$ cat src/rtl/vpe_serial_mac.sv
// Bit-serial packed-SIMD vector PE: add/sub, MSB-first serial multiply, MAC and
// running-sum MAC with optional per-lane signed saturation.
module vpe_serial_mac #(
  parameter int XLEN  = 32,
  parameter int CNT_W = 7
) (
  input  logic            clk,
  input  logic            reset,
  input  logic            in_valid,
  output logic            in_ready,
  input  logic [2:0]      op,
  input  logic [1:0]      sew,
  input  logic            vp,
  input  logic [3:0]      prec,
  input  logic            sat,
  input  logic            clr,
  input  logic [XLEN-1:0] opA,
  input  logic [XLEN-1:0] opB,
  input  logic [XLEN-1:0] opC,
  output logic            out_valid,
  input  logic            out_ready,
  output logic [XLEN-1:0] peout
);
  localparam int NB = XLEN / 8;
  localparam logic [XLEN-1:0] ONE = 1;
  localparam logic [2:0] OP_ADD = 3'd0, OP_SUB = 3'd1, OP_MUL = 3'd2,
                         OP_MAC = 3'd3, OP_MACR = 3'd4;

  typedef enum logic [1:0] {IDLE, SHIFT, FIN, OUT} state_t;
  state_t state, state_n;

  // Lanes are tracked as a byte mask: lm = bytes-per-lane - 1, so a byte i
  // starts a lane when (i & lm) == 0 and its lane's top byte is (i | lm).
  function automatic logic [XLEN-1:0] lane_add(input logic [XLEN-1:0] x, y,
                                               input logic cin,
                                               input logic [2:0] lm,
                                               input logic clamp);
    logic [XLEN-1:0] r, raw;
    logic [8:0] s;
    logic c, sx, sy, sr;
    int top;
    r = '0;
    c = 1'b0;
    for (int i = 0; i < NB; i++) begin
      if ((i & int'(lm)) == 0) c = cin;
      s = {1'b0, x[i*8 +: 8]} + {1'b0, y[i*8 +: 8]} + {8'd0, c};
      r[i*8 +: 8] = s[7:0];
      c = s[8];
    end
    raw = r;
    if (clamp) begin
      for (int i = 0; i < NB; i++) begin
        top = (i | int'(lm)) * 8 + 7;
        sx = |(x & (ONE << top));
        sy = |(y & (ONE << top));
        sr = |(raw & (ONE << top));
        if (sx == sy && sr != sx)
          r[i*8 +: 8] = ((i | int'(lm)) == i) ? (sx ? 8'h80 : 8'h7F) : {8{~sx}};
      end
    end
    return r;
  endfunction

  function automatic logic [XLEN-1:0] lane_shl(input logic [XLEN-1:0] x, input logic [2:0] lm);
    logic [XLEN-1:0] r;
    r = x << 1;
    for (int i = 0; i < NB; i++)
      if ((i & int'(lm)) == 0) r[i*8 +: 1] = 1'b0;
    return r;
  endfunction

  function automatic logic lane_bit(input logic [XLEN-1:0] b, input logic [2:0] lm,
                                    input int pos, input int i);
    int idx;
    idx = ((i & ~int'(lm)) + (pos >> 3)) * 8 + (pos & 7);
    return |(b & (ONE << idx));
  endfunction

  function automatic logic [XLEN-1:0] sext_p(input logic [XLEN-1:0] b, input int p);
    logic [XLEN-1:0] r;
    logic [7:0] bb, m;
    for (int i = 0; i < NB; i++) begin
      bb = b[i*8 +: 8];
      m  = 8'hFF << p;
      r[i*8 +: 8] = (|(bb & (8'h01 << (p - 1)))) ? (bb | m) : (bb & ~m);
    end
    return r;
  endfunction

  logic [2:0]       op_q, lm_q, lm_in;
  logic             vp_q, sat_q, clr_q, is_mul_in, accept, first, p1;
  logic [CNT_W-1:0] cnt_q, nbits_q, n_in;
  logic [3:0]       p_in;
  logic [XLEN-1:0]  a_q, b_q, c_q, acc_q, run_q;
  logic [XLEN-1:0]  neg_a, addend, first_v, acc_n, bx, fx, fy, fin_res;
  logic             fcin;
  logic [NB-1:0]    bsel;
  int               pos;

  assign in_ready  = (state == IDLE);
  assign accept    = in_valid && in_ready;
  assign is_mul_in = (op == OP_MUL) || (op == OP_MAC) || (op == OP_MACR);
  assign p_in      = (prec == 4'd0) ? 4'd8 : prec;

  always_comb begin
    lm_in = 3'd0;
    n_in  = CNT_W'(8);
    if (vp) n_in = CNT_W'(p_in);
    else begin
      case (sew)
        2'd1:    begin lm_in = 3'd1; n_in = CNT_W'(16); end
        2'd2:    begin lm_in = 3'd3; n_in = CNT_W'(32); end
        2'd3:    begin lm_in = (XLEN == 64) ? 3'd7 : 3'd3; n_in = CNT_W'(XLEN); end
        default: ;
      endcase
    end
  end

  always_ff @(posedge clk) begin
    if (!reset) state <= IDLE;
    else        state <= state_n;
  end

  always_comb begin
    state_n = state;
    case (state)
      IDLE:    if (accept) state_n = is_mul_in ? SHIFT : FIN;
      SHIFT:   if (cnt_q == CNT_W'(1)) state_n = FIN;
      FIN:     state_n = OUT;
      OUT:     if (out_ready) state_n = IDLE;
      default: state_n = IDLE;
    endcase
  end

  // One serial step: the first bit carries negative weight (sign bit), except
  // the binarised 1-bit mode where a 0 bit stands for +1.
  always_comb begin
    pos   = (cnt_q == '0) ? 0 : int'(cnt_q) - 1;
    first = (cnt_q == nbits_q);
    p1    = vp_q && (nbits_q == CNT_W'(1));
    neg_a = lane_add(~a_q, '0, 1'b1, lm_q, 1'b0);
    for (int i = 0; i < NB; i++) begin
      bsel[i] = lane_bit(b_q, lm_q, pos, i);
      addend[i*8 +: 8]  = bsel[i] ? a_q[i*8 +: 8] : 8'h00;
      first_v[i*8 +: 8] = bsel[i] ? neg_a[i*8 +: 8] : (p1 ? a_q[i*8 +: 8] : 8'h00);
    end
    acc_n = first ? first_v : lane_add(lane_shl(acc_q, lm_q), addend, 1'b0, lm_q, 1'b0);
  end

  always_comb begin
    bx   = vp_q ? sext_p(b_q, int'(nbits_q)) : b_q;
    fx   = '0;
    fy   = '0;
    fcin = 1'b0;
    case (op_q)
      OP_ADD:  begin fx = a_q;   fy = bx; end
      OP_SUB:  begin fx = a_q;   fy = ~bx; fcin = 1'b1; end
      OP_MAC:  begin fx = acc_q; fy = c_q; end
      OP_MACR: begin fx = acc_q; fy = clr_q ? '0 : run_q; end
      default: ;
    endcase
    fin_res = lane_add(fx, fy, fcin, lm_q, sat_q);
    if (op_q == OP_MUL)      fin_res = acc_q;
    else if (op_q > OP_MACR) fin_res = '0;
  end

  always_ff @(posedge clk) begin
    if (!reset) begin
      op_q <= '0; lm_q <= '0; vp_q <= 1'b0; sat_q <= 1'b0; clr_q <= 1'b0;
      cnt_q <= '0; nbits_q <= '0;
      a_q <= '0; b_q <= '0; c_q <= '0; acc_q <= '0; run_q <= '0;
      peout <= '0; out_valid <= 1'b0;
    end else begin
      case (state)
        IDLE: if (accept) begin
          op_q <= op; lm_q <= lm_in; vp_q <= vp; sat_q <= sat; clr_q <= clr;
          cnt_q <= n_in; nbits_q <= n_in;
          a_q <= opA; b_q <= opB; c_q <= opC; acc_q <= '0;
        end
        SHIFT: begin
          acc_q <= acc_n;
          cnt_q <= cnt_q - CNT_W'(1);
        end
        FIN: begin
          peout     <= fin_res;
          out_valid <= 1'b1;
          if (op_q == OP_MACR) run_q <= fin_res;
        end
        OUT: if (out_ready) out_valid <= 1'b0;
        default: ;
      endcase
    end
  end
endmodule
$ cat config.mk
export PLATFORM = sky130hd
export DESIGN_NAME = vpe_serial_mac
export DESIGN_NICKNAME = d
export VERILOG_FILES = /design/src/rtl/vpe_serial_mac.sv
export SDC_FILE = /design/constraint.sdc
export NUM_CORES = 1
export LEC_CHECK = 0
export ABC_AREA = 1
export ABC_CLOCK_PERIOD_IN_PS = 8500
export BUFFER_PORTS_ARGS = -buffer_cell sky130_fd_sc_hd__buf_4
export CORE_MARGIN = 3
export CORE_UTILIZATION = 56
export CTS_CLUSTER_DIAMETER = 200
export CTS_CLUSTER_SIZE = 14
export DETAILED_ROUTE_END_ITERATION = 10
export PLACE_DENSITY = 0.79
export SYNTH_ARGS = -nofsm -noshare
export SYNTH_HDL_FRONTEND = slang
export SYNTH_SLANG_ARGS = --single-unit
export TNS_END_PERCENT = 1
$ cat constraint.sdc
create_clock -name clk -period 8.5 [get_ports clk]
set_clock_uncertainty 0.1 [all_clocks]
set_input_delay 1.7 -clock clk [delete_from_list [all_inputs] [get_ports clk]]
set_output_delay 1.7 -clock clk [all_outputs]
set_load 0.05 [all_outputs]
==> impl_metrics.csv, run 1 <==
group,metric,value,unit
power,ir_worst_vdd,273,uV
synth,synthTopCellsByCount,"nand2_1, nor2_1, inv_1, o21ai_0, dfxtp_1",
detailed_routing,vias,20100,
finish,seqCellArea,0.00431,mm^2
critical_path,cp_slowest_cell,"fa_2",
clocking,cts_made_buffers,19,
critical_path,cp_common_cell,"o21ai_2",
detailed_routing,first_pass_iters,11,
synth,yosys.area.top_type,"dfxtp_1",
grt,antenna_found_initial,3,
place,port_buffers,145,
synth,synth_top_area_share,25.9,%
run_status,status,"finished, violations left",
synth,yosys_warnings,0,
power,p_leak,9.17,nW
timing,fin_ws,-0.770,ns
clocking,clock-sinks,215,
synth,syn_area,0.0166,mm^2
synth,ys_ff_latch,215,
finish,multi_input_area,0.0113,mm^2
critical_path,crit_path_start_kind,"flip-flop",
critical_path,path_max_fanout,7,
timing,setup_violations,66,
grt,overflow,0,
synth,synth_cells,2598,
synth,synth.yosys.seq_area_share,25.9,%
finish,drive_above_1_share,20.1,%
place,gp_congestion,1.12,
detailed_routing,initialDrtViolationCount,2670,
timing,rsz0062_at_grt,"yes",
clocking,clk_pin_slew,0.07,ns
critical_path,critPathBufInv,7,
clocking,root_buffer,"clkbuf_16",
critical_path,cp_top_family,"compound AO/OA/AOI/OAI gates",
floorplanning,rows,62,
place,dp_hpwl,51900,um
detailed_routing,ant_nets,0,
critical_path,arrival,9.59,ns
timing,maxSlewHeadroom,26.4,%
hold_path,hold_path.class,"flip-flop to flip-flop",
grt,grt_first_pass_wirelength,102000,um
grt,grt_usage,41.1,%
synth,synth_nets,2819,
finish,area_growth_syn_to_layout,23.2,%
job,drv_cap,0,
critical_path,required,8.82,ns
detailed_routing,drt_wl_total,68100,um
floorplanning,coreArea,0.0289,mm^2
power,power_density,427,mW/mm^2
synth,synthFlopType,"dfxtp_1",
grt,grt_pass1_vias,18600,
timing,finalCritPeriodShare,109,%
floorplanning,die_area,0.0317,mm^2
timing,worst_pin_slew,1.09,ns
critical_path,endpoint_kind,"flip-flop",
timing,hold_violations,0,
grt,grt_max_degree,97,
synth,synth.avg_cell_area,6.39,um^2
detailed_routing,drc_errors,1,
place,dp_slack,-0.890,ns
floorplanning,die_w,178,um
timing,fin_crit,9.27,ns
synth,async_flop_share,0,%
synth,synthTopCellsByArea,"dfxtp_1, nand2_1, nor2_1",
synth,synth_cell_types,58,
detailed_routing,routedWlPerCell,21.0,um
floorplanning,io_pins,146,
timing,tns,-39.34,ns
detailed_routing,via_per_inst,6.20,
finish,nFillCells,2474,
critical_path,critical_path_class,"flip-flop to flip-flop",
clocking,cts_tree,"done",
run_status,violations,"design-rule violations, negative setup slack",
synth,yosysMostFrequentCell,"nand2_1",
synth,synth_edf_count,0,
floorplanning,start_util,57.4,%
floorplanning,chipHeight,178,um
critical_path,cpPeakStageDelay,0.53,ns
finish,final_nets,3077,
timing,drv_slew,0,
clocking,max-clock-path-buffers,3,
clocking,htreeDepth,1,
timing,clock.fmax,0.108,GHz
clocking,cts_hold_buffers,0,
clocking,clock_latency,0.52,ns
-- cells by family after synthesis --
family                     Yosys count  synth area share, %
adders and majority gates          109                 8.98
buffers and inverters              428                 9.83
DFF                                215                 25.9
xor gates and xnor gates            70                 3.69
AOI/OAI and AO/OA                  663                 23.0
and+or+nand+nor                   1113                 28.5
-- metal layers --
metal  track usage, %  up-vias  wire (um)
li1                 -     9267          -
met1             52.1     9198      25800
met2             65.2     1253      29700
met3             9.22      378       7940
met4             21.6        4       4660
met5                0        -         18
-- path summary, 6_finish.rpt --
| check | slack [ns] | cells past startpoint | to | start |
|---|---|---|---|---|
| min reg2reg | 0.38 | 2 | out_valid | out_valid |
| max reg2reg | -0.77 | 60 | run_q[2] | nbits_q[0] |
| max | -0.77 | 60 | run_q[2] | nbits_q[0] |
| min | 0.38 | 2 | out_valid | out_valid |
-- per-stage QoR --
step	instances	total power [mW]	cell area, um^2	hold WS, ns	utilization, %
5_1_grt	3240	9.22	20400	0.399	70.7
3_5_place_dp	3206	7.31	19300	0.371	66.7
4_1_cts	3234	8.20	19900	0.382	68.9
3_3_place_gp	3206	7.19	19300	0.365	66.7
6_report	3242	8.74	20500	0.380	70.7
2_1_floorplan	2598	5.08	16700	0.345	-
-- flip-flops by register name (all words and copies together) (netlist names), 2 cells and up --
signal / flops
acc_q: 32
state: 2
b_q: 32
op_q: 3
run_q: 32
nbits_q: 5
cnt_q: 7
lm_q: 2
a_q: 32
peout: 32
c_q: 32
-- where the power goes --
| part | leakage [nW] | switching (mW) | total, mW | internal, mW |
|---|---|---|---|---|
| combinational | 7.16 | 4.25 | 6.41 | 2.15 |
| clock | 0.245 | 0.402 | 0.803 | 0.401 |
| sequential | 1.77 | 0.257 | 1.53 | 1.27 |
-- cell type report --
| cell class | instances | share of cell area, % |
|---|---|---|
| antenna | 2 | 0.0245 |
| clock buffer | 19 | 2.32 |
| clock inverter | 2 | 0.0979 |
| multi-input combinational | 1955 | 55.2 |
| tap | 384 | 2.35 |
| timing repair buffer | 360 | 13.3 |
| inverter | 305 | 5.60 |
| sequential | 215 | 21.1 |
-- worst reg2reg max path, delay by kind of cell (launching register included) --
family	cells	cell delay [ns]
and+or+nand+nor	19	1.96
AOI/OAI and AO/OA	25	3.34
adders and majority gates	8	2.68
DFF	1	0.35
buffers and inverters	7	0.55
xor gates and xnor gates	1	0.18
-- timing repair --
action,in CTS,in global routing
endpoints found under the setup margin,67,72
pin swaps,19,68
gates resized for setup,38,144
setup buffers,7,7
cloned,0,0
-- layout by cell type (no fill, tap or decap), drive strengths merged, types with 17 or more instances in the layout --
cell type    n
nand2      501
buf        360
nor2       334
inv        305
o21ai      271
dfxtp      215
a21oi      200
nand3      184
ha          92
o211ai      59
xor2        53
nand4       46
o22ai       42
a32oi       31
nor3        23
clkbuf      19
xnor2       17
fa          17
No activity file was read; power rests on OpenSTA's default activity.
==> inputs of run 2 (changes only) <==
--- a/config.mk
+++ b/config.mk
@@ -5,15 +5,13 @@
 export SDC_FILE = /design/constraint.sdc
 export NUM_CORES = 1
 export LEC_CHECK = 0
-export ABC_AREA = 1
 export ABC_CLOCK_PERIOD_IN_PS = 8500
 export BUFFER_PORTS_ARGS = -buffer_cell sky130_fd_sc_hd__buf_4
 export CORE_MARGIN = 3
-export CORE_UTILIZATION = 56
+export CORE_UTILIZATION = 40
 export CTS_CLUSTER_DIAMETER = 200
 export CTS_CLUSTER_SIZE = 14
 export DETAILED_ROUTE_END_ITERATION = 10
-export PLACE_DENSITY = 0.79
 export SYNTH_ARGS = -nofsm -noshare
 export SYNTH_HDL_FRONTEND = slang
 export SYNTH_SLANG_ARGS = --single-unit
==> impl_metrics.csv, run 2 <==
group,metric,value,unit
clocking,max-clock-path-buffers,3,
grt,grt_pass1_vias,16400,
clocking,cts_hold_buffers,0,
critical_path,crit_path_start_kind,"flip-flop",
clocking,root_buffer,"clkbuf_16",
finish,antenna_cells,0,
run_status,violations,"negative setup slack",
critical_path,cpPeakStageDelay,0.49,ns
floorplanning,rows,72,
power,power_density,336,mW/mm^2
timing,finalCritPeriodShare,118,%
finish,drive_above_1_share,25.5,%
grt,grt_usage,29.7,%
detailed_routing,initialDrtViolationCount,1747,
critical_path,path_max_fanout,7,
timing,setup_violations,70,
synth,synth_nets,2313,
grt,grt_first_pass_wirelength,97600,um
clocking,cts_made_buffers,19,
synth,synth_cell_types,89,
critical_path,critical_path_class,"flip-flop to flip-flop",
finish,layout_commonest_cell,"buf_4",
synth,async_flop_share,0,%
detailed_routing,ant_nets,0,
synth,synth_cells,2092,
synth,synth_top_area_share,27.0,%
place,dp_hpwl,48500,um
synth,ys_ff_latch,215,
grt,overflow,0,
timing,rsz0062_at_grt,"yes",
finish,fin_cells,2945,
synth,synth_edf_count,0,
timing,drv_slew,0,
synth,yosysMostFrequentCell,"nand2_1",
timing,clock.fmax,0.0994,GHz
finish,multi_input_area,0.0111,mm^2
place,gp_congestion,1.01,
critical_path,required,8.79,ns
synth,synth.avg_cell_area,7.63,um^2
power,p_leak,8.84,nW
place,port_buffers,145,
finish,final_cell_mix,"buf_4, nand2_1, a21oi_1, dfxtp_1, o21ai_0",
critical_path,cp_common_cell,"a21o_1",
timing,worst_pin_slew,1.12,ns
synth,synth.yosys.seq_area_share,27.0,%
detailed_routing,via_per_inst,5.90,
timing,hold_violations,0,
power,ir_worst_vdd,374,uV
job,drv_cap,0,
floorplanning,die_area,0.0423,mm^2
run_status,status,"finished, violations left",
synth,yosys.area.top_type,"dfxtp_1",
hold_path,hold_path.class,"flip-flop to flip-flop",
timing,fin_crit,10.06,ns
critical_path,cp_slowest_cell,"fa_1",
timing,tns,-90.74,ns
grt,antenna_found_initial,0,
finish,area_growth_syn_to_layout,28.2,%
detailed_routing,first_pass_iters,6,
floorplanning,coreArea,0.0390,mm^2
synth,synthTopCellsByArea,"dfxtp_1, nand2_1, ha_1",
clocking,clk_pin_slew,0.07,ns
critical_path,arrival,10.35,ns
critical_path,endpoint_kind,"flip-flop",
place,dpl.cell_count,2880,
detailed_routing,routedWlPerCell,22.0,um
timing,maxSlewHeadroom,24.8,%
detailed_routing,vias,17400,
clocking,htreeDepth,1,
finish,final_nets,2648,
synth,syn_area,0.0160,mm^2
floorplanning,chipHeight,206,um
grt,grt_max_degree,107,
clocking,clock-sinks,215,
floorplanning,die_w,206,um
place,dp_slack,-1.60,ns
synth,synthFlopType,"dfxtp_1",
floorplanning,start_util,40.9,%
timing,fin_ws,-1.56,ns
clocking,clock_latency,0.54,ns
synth,synthTopCellsByCount,"nand2_1, a21oi_1, dfxtp_1, o21ai_0, clkbuf_1",
detailed_routing,drc_errors,0,
detailed_routing,drt_wl_total,64700,um
floorplanning,io_pins,146,
finish,seqCellArea,0.00431,mm^2
clocking,cts_tree,"done",
synth,yosys_warnings,0,
finish,nFillCells,3749,
run 2: cell count changes after synthesis, sizes merged, moves of 39 or more:
cell    change
a22oi      +53
and2       +39
inv       -231
mux2i      +66
nand2     -158
nand3     -150
nor2      -220
o211ai     -45
o21ai     -129
run 2: layout make-up:
| cell class | count | share of cell area (%) |
|---|---|---|
| Tap cell | 518 | 3.17 |
| Inverter | 76 | 1.42 |
| Clock inverter | 2 | 0.0979 |
| Clock buffer | 19 | 2.32 |
| Multi-Input combinational cell | 1649 | 54.5 |
| Sequential cell | 215 | 21.1 |
| Timing Repair Buffer | 466 | 17.4 |
run 2: path summary, 6_finish.rpt:
kind               from  endpoint  slack (ns)  cells after the start
max reg2reg  nbits_q[0]  run_q[3]       -1.56                     60
min             c_q[18]   c_q[18]        0.36                      2
min reg2reg     c_q[18]   c_q[18]        0.36                      2
max          nbits_q[0]  run_q[3]       -1.56                     60
run 2: report_power, final:
group	total (mW)	internal [mW]	switching (mW)
logic	4.65	1.87	2.78
clock network	0.815	0.401	0.414
registers	1.41	1.20	0.205
run 2: per-stage QoR:
step	hold slack [ns]	cell area (um^2)	total power, mW	util [%]
final	0.360	20500	6.87	52.4
after CTS	0.361	20300	6.73	52.0
after global placement	0.347	19300	5.75	49.5
after detailed placement	0.351	19300	5.81	49.5
after floorplan	0.336	16000	4.08	-
after global routing	0.390	20500	7.31	52.4
run 2: critical path, delay by kind of cell (launching register included):
kind            cells  cell delay [ns]
compound gates     32             4.61
flops               1             0.38
mux                 3             0.57
xor+xnor            1             0.12
buf+inv             8             0.67
simple gates        8             1.08
fa+ha+maj           8             2.34
run 2: kinds of logic after synthesis:
group | synth area share (%)
mux | 5.65
flops | 27.0
simple gates | 19.2
xor+xnor | 4.94
compound gates | 28.2
fa+ha+maj | 9.35
buf+inv | 5.69
run 2: what timing repair did:
item,in CTS,in global routing
endpoints found under the setup margin,72,72
resized for setup,42,38
setup buffers,41,4
pin swaps,41,29
run 2: metal layers:
| metal | up-vias | wire length (um) | global-route usage, % |
|---|---|---|---|
| met4 | 0 | 2620 | 11.0 |
| li1 | 8176 | - | - |
| met1 | 8238 | 29300 | 43.2 |
| met5 | - | 0 | 0 |
| met2 | 818 | 26800 | 43.6 |
| met3 | 146 | 5950 | 5.46 |
